**src/rtl/weight_stream_ctrl.sv**
```systemverilog
// Weight fetch sequencer: streams a per-job run of words from NUM_CH BRAM banks
// into the systolic array weight lanes, with optional diagonal skew across lanes.
module weight_stream_ctrl #(
  parameter int NUM_CH  = 16,
  parameter int ADDR_W  = 6,
  parameter int DATA_W  = 8,
  parameter int LEN_W   = 6,
  parameter int SKEW_EN = 1
) (
  input  logic                       clk,
  input  logic                       rst_n,
  input  logic                       start_i,
  input  logic [ADDR_W-1:0]          base_addr_i,
  input  logic [LEN_W-1:0]           len_i,
  input  logic [NUM_CH-1:0]          ch_mask_i,
  input  logic                       abort_i,
  output logic                       busy_o,
  output logic                       done_o,
  output logic [NUM_CH-1:0]          bram_en_o,
  output logic [NUM_CH*ADDR_W-1:0]   bram_addr_o,
  input  logic [NUM_CH*DATA_W-1:0]   bram_rdata_i,
  output logic [NUM_CH*DATA_W-1:0]   w_data_o,
  output logic [NUM_CH-1:0]          w_valid_o
);

  localparam int CW = LEN_W + $clog2(NUM_CH) + 1;

  typedef enum logic [1:0] {IDLE, RUN, DRAIN} state_t;

  state_t              state, state_nxt;
  logic [CW-1:0]       cnt, cnt_nxt;
  logic                drain_ph, drain_ph_nxt;
  logic [ADDR_W-1:0]   base_q;
  logic [LEN_W-1:0]    len_q;
  logic [NUM_CH-1:0]   mask_q;
  logic [CW-1:0]       last_cnt;
  logic                accept;
  logic                flush;

  logic [ADDR_W-1:0]   base_sel;
  logic [LEN_W-1:0]    len_sel;
  logic [NUM_CH-1:0]   mask_sel;
  logic [NUM_CH-1:0]   en_nxt;
  logic [NUM_CH*ADDR_W-1:0] addr_nxt;
  logic                done_nxt;
  logic [NUM_CH-1:0]   en_d1;

  assign accept   = (state == IDLE) && start_i && (len_i != '0);
  assign flush    = abort_i && (state != IDLE);
  assign last_cnt = CW'(len_q) + CW'((SKEW_EN != 0) ? NUM_CH - 1 : 0) - CW'(1);

  // The first issue slot is computed on the accept edge, so config comes from the inputs then.
  assign base_sel = accept ? base_addr_i : base_q;
  assign len_sel  = accept ? len_i       : len_q;
  assign mask_sel = accept ? ch_mask_i   : mask_q;

  always_ff @(posedge clk) begin
    if (!rst_n) begin
      state    <= IDLE;
      cnt      <= '0;
      drain_ph <= 1'b0;
      base_q   <= '0;
      len_q    <= '0;
      mask_q   <= '0;
    end else begin
      state    <= state_nxt;
      cnt      <= cnt_nxt;
      drain_ph <= drain_ph_nxt;
      if (accept) begin
        base_q <= base_addr_i;
        len_q  <= len_i;
        mask_q <= ch_mask_i;
      end
    end
  end

  always_comb begin
    state_nxt    = state;
    cnt_nxt      = cnt;
    drain_ph_nxt = drain_ph;
    case (state)
      IDLE: begin
        if (accept) begin
          state_nxt = RUN;
          cnt_nxt   = '0;
        end
      end
      RUN: begin
        if (abort_i) begin
          state_nxt = IDLE;
        end else if (cnt == last_cnt) begin
          state_nxt    = DRAIN;
          drain_ph_nxt = 1'b0;
        end else begin
          cnt_nxt = cnt + CW'(1);
        end
      end
      DRAIN: begin
        if (abort_i || drain_ph) begin
          state_nxt = IDLE;
        end else begin
          drain_ph_nxt = 1'b1;
        end
      end
      default: state_nxt = IDLE;
    endcase
  end

  always_comb begin
    logic [CW-1:0] lane_off;
    logic [CW-1:0] lane_o;
    en_nxt   = '0;
    addr_nxt = bram_addr_o;
    for (int i = 0; i < NUM_CH; i++) begin
      lane_off = (SKEW_EN != 0) ? CW'(i) : '0;
      lane_o   = cnt_nxt - lane_off;
      if ((state_nxt == RUN) && mask_sel[i] && (cnt_nxt >= lane_off) &&
          (lane_o < CW'(len_sel))) begin
        en_nxt[i] = 1'b1;
        addr_nxt[i*ADDR_W +: ADDR_W] = base_sel + ADDR_W'(lane_o);
      end
    end
    done_nxt = ((state == IDLE) && start_i && (len_i == '0)) ||
               ((state == DRAIN) && !drain_ph && !abort_i);
  end

  // Two-stage read pipeline: enable -> BRAM data -> SA lane.
  always_ff @(posedge clk) begin
    if (!rst_n) begin
      busy_o      <= 1'b0;
      done_o      <= 1'b0;
      bram_en_o   <= '0;
      bram_addr_o <= '0;
      en_d1       <= '0;
      w_valid_o   <= '0;
      w_data_o    <= '0;
    end else begin
      busy_o      <= (state_nxt != IDLE);
      done_o      <= done_nxt;
      bram_en_o   <= en_nxt;
      bram_addr_o <= addr_nxt;
      if (flush) begin
        en_d1     <= '0;
        w_valid_o <= '0;
        w_data_o  <= '0;
      end else begin
        en_d1     <= bram_en_o;
        w_valid_o <= en_d1;
        for (int i = 0; i < NUM_CH; i++) begin
          w_data_o[i*DATA_W +: DATA_W] <= en_d1[i] ? bram_rdata_i[i*DATA_W +: DATA_W] : '0;
        end
      end
    end
  end

endmodule

```
**config.mk**
```make
export PLATFORM = sky130hd
export DESIGN_NAME = weight_stream_ctrl
export DESIGN_NICKNAME = d
export VERILOG_FILES = /design/src/rtl/weight_stream_ctrl.sv
export SDC_FILE = /design/constraint.sdc
export NUM_CORES = 1
export LEC_CHECK = 0
export CORE_MARGIN = 2
export CORE_UTILIZATION = 35
export CTS_BUF_LIST = sky130_fd_sc_hd__clkbuf_16
export DETAILED_ROUTE_END_ITERATION = 8
export DONT_BUFFER_PORTS = 1
export PLACE_DENSITY = 0.53
export SETUP_SLACK_MARGIN = 0.05
export SLEW_MARGIN = 20
export SYNTH_ARGS = -nofsm -noshare
export SYNTH_HDL_FRONTEND = slang
export SYNTH_SLANG_ARGS = --single-unit
```
**constraint.sdc**
```tcl
create_clock -name clk -period 7.3 [get_ports clk]
set_clock_uncertainty 0.2 [all_clocks]
set_input_delay 0 -clock clk [delete_from_list [all_inputs] [get_ports clk]]
set_output_delay 0 -clock clk [all_outputs]
set_load 0.005 [all_outputs]
```
== Word level (Yosys, flattened, before mapping) ==
Cells that the tools add are included.

* Multiplexer cells: 32
* Div/mod/pow operators: 0
* Bitwise operators: 17
* $add $sub $neg: 34
* $mul: 0
* Reduce and logical (&&, ||, !) cells: 82
* Equal/unequal tests: 7
* $lt $le $gt $ge: 32
* Shift operators: 0

{| class="wikitable"
|+ Operators with widths
! cell !! number
|-
| $lt A11 B6 Y1 || 16
|-
| $add A6 B6 Y6 || 16
|-
| $ge A11 B4 Y1 const B || 8
|-
| $sub A11 B4 Y11 const B || 8
|-
| $logic_and A1 B1 Y1 || 54
|-
| $reduce_or A3 Y1 || 16
|-
| $ge A11 B3 Y1 const B || 4
|-
| $sub A11 B3 Y11 const B || 4
|-
| $mux W11 || 3
|-
| $ge A11 B1 Y1 const B || 2
|-
| $ge A11 B2 Y1 const B || 2
|-
| $pmux W11 S2 || 1
|-
| $sub A11 B2 Y11 const B || 2
|-
| $mux W1 || 19
|-
| $not A1 Y1 || 17
|-
| $mux W16 || 1
|-
| $mux W6 || 2
|-
| $add A11 B1 Y11 const B || 1
|-
| $eq A11 B11 Y1 || 1
|-
| $sub A11 B1 Y11 const B || 1
|-
| $mux W2 || 4
|-
| $sub A7 B1 Y8 const B || 1
|-
| $add A6 B4 Y7 const B || 1
|-
| $logic_not A6 Y1 || 1
|-
| other kinds (12) || 19
|}

* Bits of input ports: 160
* Memory bits (read-only): 0
* Logic and storage cells: 247
* Memories kept: 0
* Bits in writable memories: 0
* Output and inout port bits: 258
* Bits in registers: 316
* Latch bits: 0

== Logic depth before layout (Yosys ltp) ==
Gate-level depths: netlist of run 1.

* Depth in word-level cells: 11
* Depth in mapped cells: 23
* Mapped depth without buffers: 20

== Worst setup path after synthesis of run 1 ==
OpenSTA, ideal clock, no wires.

* Path kind: register to register
* Start: register cnt[7]
* End: register bram_addr_o[45]
* Slack: 1.707 ns
* Period minus slack after synthesis: 5.593 ns
* Setup time: 0.132 ns
* Arrival: 5.261 ns
* Stages on the path, launching flop included: 21
* Cell sequence: dfxtp_1 or4_4 nor4_4 nand4_2 o21ai_0 mux2_2 inv_2 buf_1 ha_1 clkbuf_1 inv_1 o41ai_1 xnor2_1 ha_1 a211o_1 nor3_1 o311a_1 o2111ai_1 buf_2 nand3_1 o31ai_1

* Word-level cells in the longest chain between the ends: 8
* Elaborated cells between the ends (all ways): 17
* Those cells by class: 3 x add/sub; 2 x order compare; 2 x eq/ne; 7 x mux; 3 x reduce/logical

{| class="wikitable"
|+ RTL lines
! element !! line !! source
|-
| from (decl) || 31 || <nowiki>logic [CW-1:0] cnt, cnt_nxt;</nowiki>
|-
| from (signal assigned) || 67 || <nowiki>cnt <= cnt_nxt;</nowiki>
|-
| parallel branches: the longest is 8 deep, another holds $add A11 B1 Y11 || n/a ||
|-
| to (signal assigned) || 141 || <nowiki>bram_addr_o <= addr_nxt;</nowiki>
|-
| to (decl) || 20 || <nowiki>output logic [NUM_CH*ADDR_W-1:0] bram_addr_o,</nowiki>
|}

Parallel ways; which one is timed is not known.
A chain may end at the register's enable or synchronous reset.

== Final worst setup path of run 1 ==
Same ends and word-level chain as after synthesis.

==> flow_metrics.env, run 1 <==
export IMPL_outcome="finished clean"
export IMPL_drv_cap=0
export IMPL_synthCells=1637
export IMPL_path_clk_slew_ps=60
export IMPL_coreArea_mm2=0.0439
export IMPL_vias=13300
export IMPL_cp_end_kind="register"
export IMPL_viasPerCell=5.21
export IMPL_max_slew_margin_rel=0.266
export IMPL_powerDensity_mw_per_mm2=197
export IMPL_async_flop_share=0
export IMPL_grt_pass1_wl_mm=90.5
export IMPL_yosys_warnings=0
export IMPL_htree_num_levels=2
export IMPL_layout_nets=2217
export IMPL_slew_viol_final=0
export IMPL_syn_nets=1918
export IMPL_critPathMaxFanout=18
export IMPL_yosysSeqAreaShare=0.408
export IMPL_yosys_top_cells_area="dfxtp_1, ha_1, xnor2_1"
export IMPL_synthFlopType="dfxtp_1"
export IMPL_synthSimpleGateAreaFrac=0.197
export IMPL_max_clock_path_buffers=3
export IMPL_synth_area_mm2=0.0155
export IMPL_worst_pin_slew_ps=1100
export IMPL_dp_final_hpwl_mm=43.2
export IMPL_die_x_um=214
export IMPL_cpPeakStageDelay_ps=620
export IMPL_synth_edff_count=0
export IMPL_peakVddDrop_mv=0.162
export IMPL_grt_usage=0.258
export IMPL_setup_viol=0
export IMPL_yosysMostFrequentCell="dfxtp_1"
export IMPL_cpLargestDelayFamily="compound AO/OA/AOI/OAI gates"
export IMPL_start_util=0.353
export IMPL_avgSynthCellArea_um2=9.47
export IMPL_leakagePower_nw=8.84
export IMPL_fin_crit_ps=6150
export IMPL_instances_no_fill=2556
export IMPL_worst_path_most_repeated_cell="ha_1"
export IMPL_stdcell_area_mm2=0.0204
export IMPL_dpl_cell_area_mm2=0.0162
export IMPL_wl_per_cell_um=23.7
export IMPL_cts_tree="built"
export IMPL_overflow=0
export IMPL_synth_compound_area_frac=0.124
export IMPL_clk_latency_ps=550
export IMPL_die_area_mm2=0.0460
export IMPL_ant_nets=0
export IMPL_cp_arrival_ps=6350
export IMPL_io_pins=418
export IMPL_drt_pass1_iterations=5
export IMPL_max_freq_mhz=163
export IMPL_postLayoutCoreUtil=0.464
export IMPL_cts_sinks=316
export IMPL_start_kind="register"
export IMPL_cts_root_buf="clkbuf_16"
export IMPL_port_buffer_count=0
export IMPL_synthXorXnorAreaFrac=0.0819
export IMPL_die_h_um=214
export IMPL_grt_pass1_vias=13700
export IMPL_path_cells="or4_4 -> nor4_4 -> nand4_2 -> o21ai_0 -> mux2_2 -> inv_2 -> ha_1 -> inv_1 -> o41ai_1 -> buf_4 -> xnor2_1 -> ha_1 -> a211o_1 -> nor3_1 -> o311a_1 -> o2111ai_1 -> nand3_1 -> o31ai_1"
export IMPL_crit_buf_inv=3
export IMPL_worstSetupPathType="reg2reg"
export IMPL_fin_crit_sh=0.843
export IMPL_yosysTopAreaCellShare=0.408
export IMPL_synth_mux_area_frac=0.0593
export IMPL_placedCellCount=2190
export IMPL_synth_area_leader_cell="dfxtp_1"
export IMPL_yosysUniqueCellTypes=89
export IMPL_timing_setup_tns_ps=0
export IMPL_synth_top_family_by_area="simple AND/OR/NAND/NOR gates"
export IMPL_drc=0
export IMPL_hold_path_class="in2reg"
export IMPL_syn_to_final_growth_pct=31.4
export IMPL_drt_wl_total_mm=60.6
export IMPL_antenna_found_initial=6
export IMPL_layout_drive_gt1_share=0.0749
export IMPL_grt_max_degree=89
export IMPL_synth_seq_cells=316
export IMPL_rows=77
export IMPL_required_ps=7490
export IMPL_cts_buffers=36
export IMPL_gp_congestion=0.957
export IMPL_synth_fa_ha_area_frac=0.100
export IMPL_hold_viol_final=0
export IMPL_drt_iter0_markers=714
export IMPL_synth_common_cells="dfxtp_1, and2_1, nor2_1"
export IMPL_rsz0062_at_grt="false"
export IMPL_cp_slowest_cell="o41ai_1"
[worst paths after layout]
path	start	endpoint	slack, ps	cells past startpoint
setup / recovery	cnt[7]$_SDFF_PN0_	bram_addr_o[45]$_SDFFE_PN0P_	1150	18
hold / removal	bram_rdata_i[86]	w_data_o[86]$_SDFF_PP0_	20	2
setup reg to reg	cnt[7]$_SDFF_PN0_	bram_addr_o[45]$_SDFFE_PN0P_	1150	18
hold reg to reg	base_q[3]$_SDFF_PN0_	base_q[3]$_SDFF_PN0_	260	2
[metrics by stage]
| step | power (W) | setup slack [ps] | hold WS (ps) |
|---|---|---|---|
| after floorplan | 0.00212 | 1710 | -78.3 |
| after global placement | 0.00224 | 1210 | -77.5 |
| after detailed placement | 0.00225 | 1250 | -75.3 |
| after CTS | 0.00405 | 1220 | 6.86 |
| after global routing | 0.00418 | 759 | 28.4 |
| final | 0.00400 | 1150 | 19.6 |
[cells by family after synthesis]
family          after synthesis
simple gates                562
flops                       316
compound gates              285
xor+xnor                    145
fa+ha+maj                   122
buf+inv                     116
mux                          91
[report_power, final]
group | internal [W] | switching, W
logic | 0.000246 | 0.000311
clock network | 0.000947 | 0.000754
registers | 0.00174 | 0.00000852
[sequential cells by signal, indices dropped and copies added (netlist names)]
name,count
base_q,6
bram_addr_o,96
bram_en_o,16
busy_o,1
cnt,11
done_o,1
drain_ph,1
en_d1,16
len_q,6
mask_q,16
state,2
w_data_o,128
w_valid_o,16
[placed cells by master (no fill, tap or decap), drive strengths merged, types with 5 or more instances in the layout]
cell	n
a211oi	15
or4	5
a21o	48
buf	40
a31oi	10
ha	117
nand4	16
nor2	127
or3	5
or2	5
xor2	22
a21oi	96
o31ai	6
mux2i	87
nand2	93
clkbuf	36
inv	46
nand2b	7
clkinv	17
o21ai	56
nor4	16
xnor2	123
and2	142
dfxtp	316
and3	38
nand3	52
a2111oi	11
dlygate4sd3	299
nor3	34
[cell type report]
cell class / count / area, µm²
clock buffer: 36 / 901
fill: 4117 / 23600
multi-input combinational: 1205 / 8740
tap: 592 / 741
inverter: 38 / 144
sequential: 316 / 6330
clock inverter: 28 / 196
antenna: 2 / 5.00
timing repair buffer: 339 / 3310
[what timing repair did]
action                                 CTS  global route
hold buffers                           300             0
endpoints found under the hold margin  252             0
resized for setup                        0             0
buffers inserted                         0             0
[per-layer routing]
metal  wire (µm)  global-route usage  part of all wire  up-vias
met5          10                   0           0.00016        -
met4        2720               0.110             0.045        2
met3        4250              0.0610             0.070      128
met2       28900               0.442              0.48      526
met1       24800               0.310              0.41     6366
li1            -                   -                 -     6299
Note: power is estimated with default switching activity, not from simulation.
==> run 2: changes to the inputs <==
--- a/config.mk
+++ b/config.mk
@@ -10,7 +10,7 @@
 export CTS_BUF_LIST = sky130_fd_sc_hd__clkbuf_16
 export DETAILED_ROUTE_END_ITERATION = 8
 export DONT_BUFFER_PORTS = 1
-export PLACE_DENSITY = 0.53
+export PLACE_DENSITY = 0.55
 export SETUP_SLACK_MARGIN = 0.05
 export SLEW_MARGIN = 20
 export SYNTH_ARGS = -nofsm -noshare
==> constraint.sdc (replaced) <==
create_clock -name clk -period 5.63 [get_ports clk]
set_clock_uncertainty 0.2 [all_clocks]
set_input_delay 0 -clock clk [delete_from_list [all_inputs] [get_ports clk]]
set_output_delay 0 -clock clk [all_outputs]
set_load 0.005 [all_outputs]
==> flow_metrics.env, run 2 (synthesized netlist as in run 1, its figures left out) <==
export IMPL_drt_wl_total_mm=62.5
export IMPL_layout_drive_gt1_share=0.102
export IMPL_layout_common_cells="dfxtp_1, dlygate4sd3_1, and2_1, nor2_1, xnor2_1"
export IMPL_required_ps=5880
export IMPL_layout_nets=2260
export IMPL_cts_buffers=36
export IMPL_die_x_um=214
export IMPL_largest_reg_flops=128
export IMPL_clk_latency_ps=560
export IMPL_rows=77
export IMPL_cp_end_kind="register"
export IMPL_dp_slack_ps=130
export IMPL_hold_path_class="in2reg"
export IMPL_regToRegStartpoint="cnt[7]$_SDFF_PN0_"
export IMPL_viasPerCell=5.19
export IMPL_die_area_mm2=0.0460
export IMPL_startpoint="cnt[7]$_SDFF_PN0_"
export IMPL_fin_crit_sh=0.937
export IMPL_cp_slowest_cell="or4_4"
export IMPL_cts_tree="built"
export IMPL_cts_root_buf="clkbuf_16"
export IMPL_port_buffer_count=0
export IMPL_fin_ws_ps=353
export IMPL_setup_viol=0
export IMPL_peakVddDrop_mv=0.192
export IMPL_worst_pin_slew_ps=939
export IMPL_drv_cap=0
export IMPL_worstSetupPathType="reg2reg"
export IMPL_hold_viol_final=0
export IMPL_critPathMaxFanout=7
export IMPL_stdcell_area_mm2=0.0208
export IMPL_fin_crit_ps=5280
export IMPL_drc=0
export IMPL_timing_setup_tns_ps=0
export IMPL_leakagePower_nw=9.08
export IMPL_grt_usage=0.267
export IMPL_min_delay_start="ch_mask_i[11]"
export IMPL_coreArea_mm2=0.0439
export IMPL_worst_path_most_repeated_cell="nor4_4"
export IMPL_postLayoutCoreUtil=0.474
export IMPL_gp_congestion=0.948
export IMPL_wl_per_cell_um=24.0
export IMPL_vias=13500
export IMPL_max_freq_mhz=189
export IMPL_start_util=0.353
export IMPL_max_slew_margin_rel=0.372
export IMPL_grt_max_degree=89
export IMPL_dpl_cell_area_mm2=0.0166
export IMPL_cts_sinks=316
export IMPL_grt_pass1_vias=13800
export IMPL_overflow=0
export IMPL_cp_arrival_ps=5520
export IMPL_max_clock_path_buffers=3
export IMPL_start_kind="register"
export IMPL_hold_slack_ps=23.5
export IMPL_drt_iter0_markers=725
export IMPL_drt_pass1_iterations=5
export IMPL_syn_to_final_growth_pct=34.3
export IMPL_io_pins=418
export IMPL_n_fill_cell=4057
export IMPL_cpLargestDelayFamily="simple AND/OR/NAND/NOR gates"
export IMPL_die_h_um=214
export IMPL_path_clk_slew_ps=60
export IMPL_antenna_found_initial=4
export IMPL_crit_buf_inv=3
export IMPL_dp_final_hpwl_mm=44.6
export IMPL_htree_num_levels=2
export IMPL_largest_register="w_data_o"
export IMPL_grt_pass1_wl_mm=92.6
export IMPL_ant_nets=0
export IMPL_powerDensity_mw_per_mm2=256
export IMPL_largestRegisters="w_data_o x128, bram_addr_o x96"
export IMPL_outcome="finished clean"
export IMPL_cpPeakStageDelay_ps=570
export IMPL_cts_setup_buffers=0
export IMPL_path_cells="or4_4 -> nor4_4 -> nand4_2 -> o21ai_1 -> mux2_2 -> inv_2 -> ha_2 -> inv_1 -> o32a_1 -> nand2_1 -> xnor2_1 -> ha_1 -> a2111oi_0 -> nand3_1 -> nor4_4 -> buf_4 -> mux2i_1 -> nor2_1"
export IMPL_slew_viol_final=0
export IMPL_rsz0062_at_grt="true"
export IMPL_final_common_cell="dfxtp_1"
## run 2: cell count changes in the layout (fill, tap and decap cells not counted), sizes merged
cell         before  now
buf              40   81
inv              46   42
bufinv            1    3
clkinvlp          2    4
dlygate4sd3     299  301
clkinv           17   18
## run 2: report_power, final
group / internal (W) / switching, W
combinational: 0.000330 / 0.000413
clock: 0.00132 / 0.000996
sequential: 0.00225 / 0.0000105
total: 0.00391 / 0.00142
## run 2: per-stage QoR
step                total power (W)  cells
floorplan                   0.00274   1637
global placement            0.00293   2230
detailed placement          0.00293   2231
CTS                         0.00537   2598
global route                0.00554   2600
finish                      0.00533   2600
## run 2: area by class of cell
type                    instances  area [µm²]  area share
multi-input cells            1205        8800       0.423
flip-flops and latches        316        6330       0.304
repair buffers                382        3640       0.175
clock buffers                  36         901      0.0433
well taps                     592         741      0.0356
clock inverters                29         256      0.0123
inverters                      38         148     0.00709
diodes                          2        5.00    0.000240
## run 2: tightest hold or removal path: stages
cell           delay [ps]
dlygate4sd3_1         550
mux2i_1               110
nor2_1                 90
## run 2: path summary, 6_finish.rpt
path	end	slack [ps]	depth (start not counted)
worst max-delay path	bram_addr_o[79]$_SDFFE_PN0P_	350	18
worst min register to register	base_q[0]$_SDFF_PN0_	260	2
worst min-delay path	mask_q[11]$_SDFF_PN0_	20	3
worst max register to register	bram_addr_o[79]$_SDFFE_PN0P_	350	18
## run 2: timing repair
action / CTS / global route
setup endpoints to repair: 0 / 64
hold buffers: 302 / 0
hold endpoints to repair: 260 / 0
resized for setup: 0 / 14
## run 2: per-layer routing
metal  vias to the layer above  routed length [µm]  global-route usage
li1                       6399                   -                   -
met1                      6432               25500               0.320
met2                       528               29200               0.448
met3                       136                4190              0.0593
met4                         0                3600               0.144
met5                         -                   0                   0
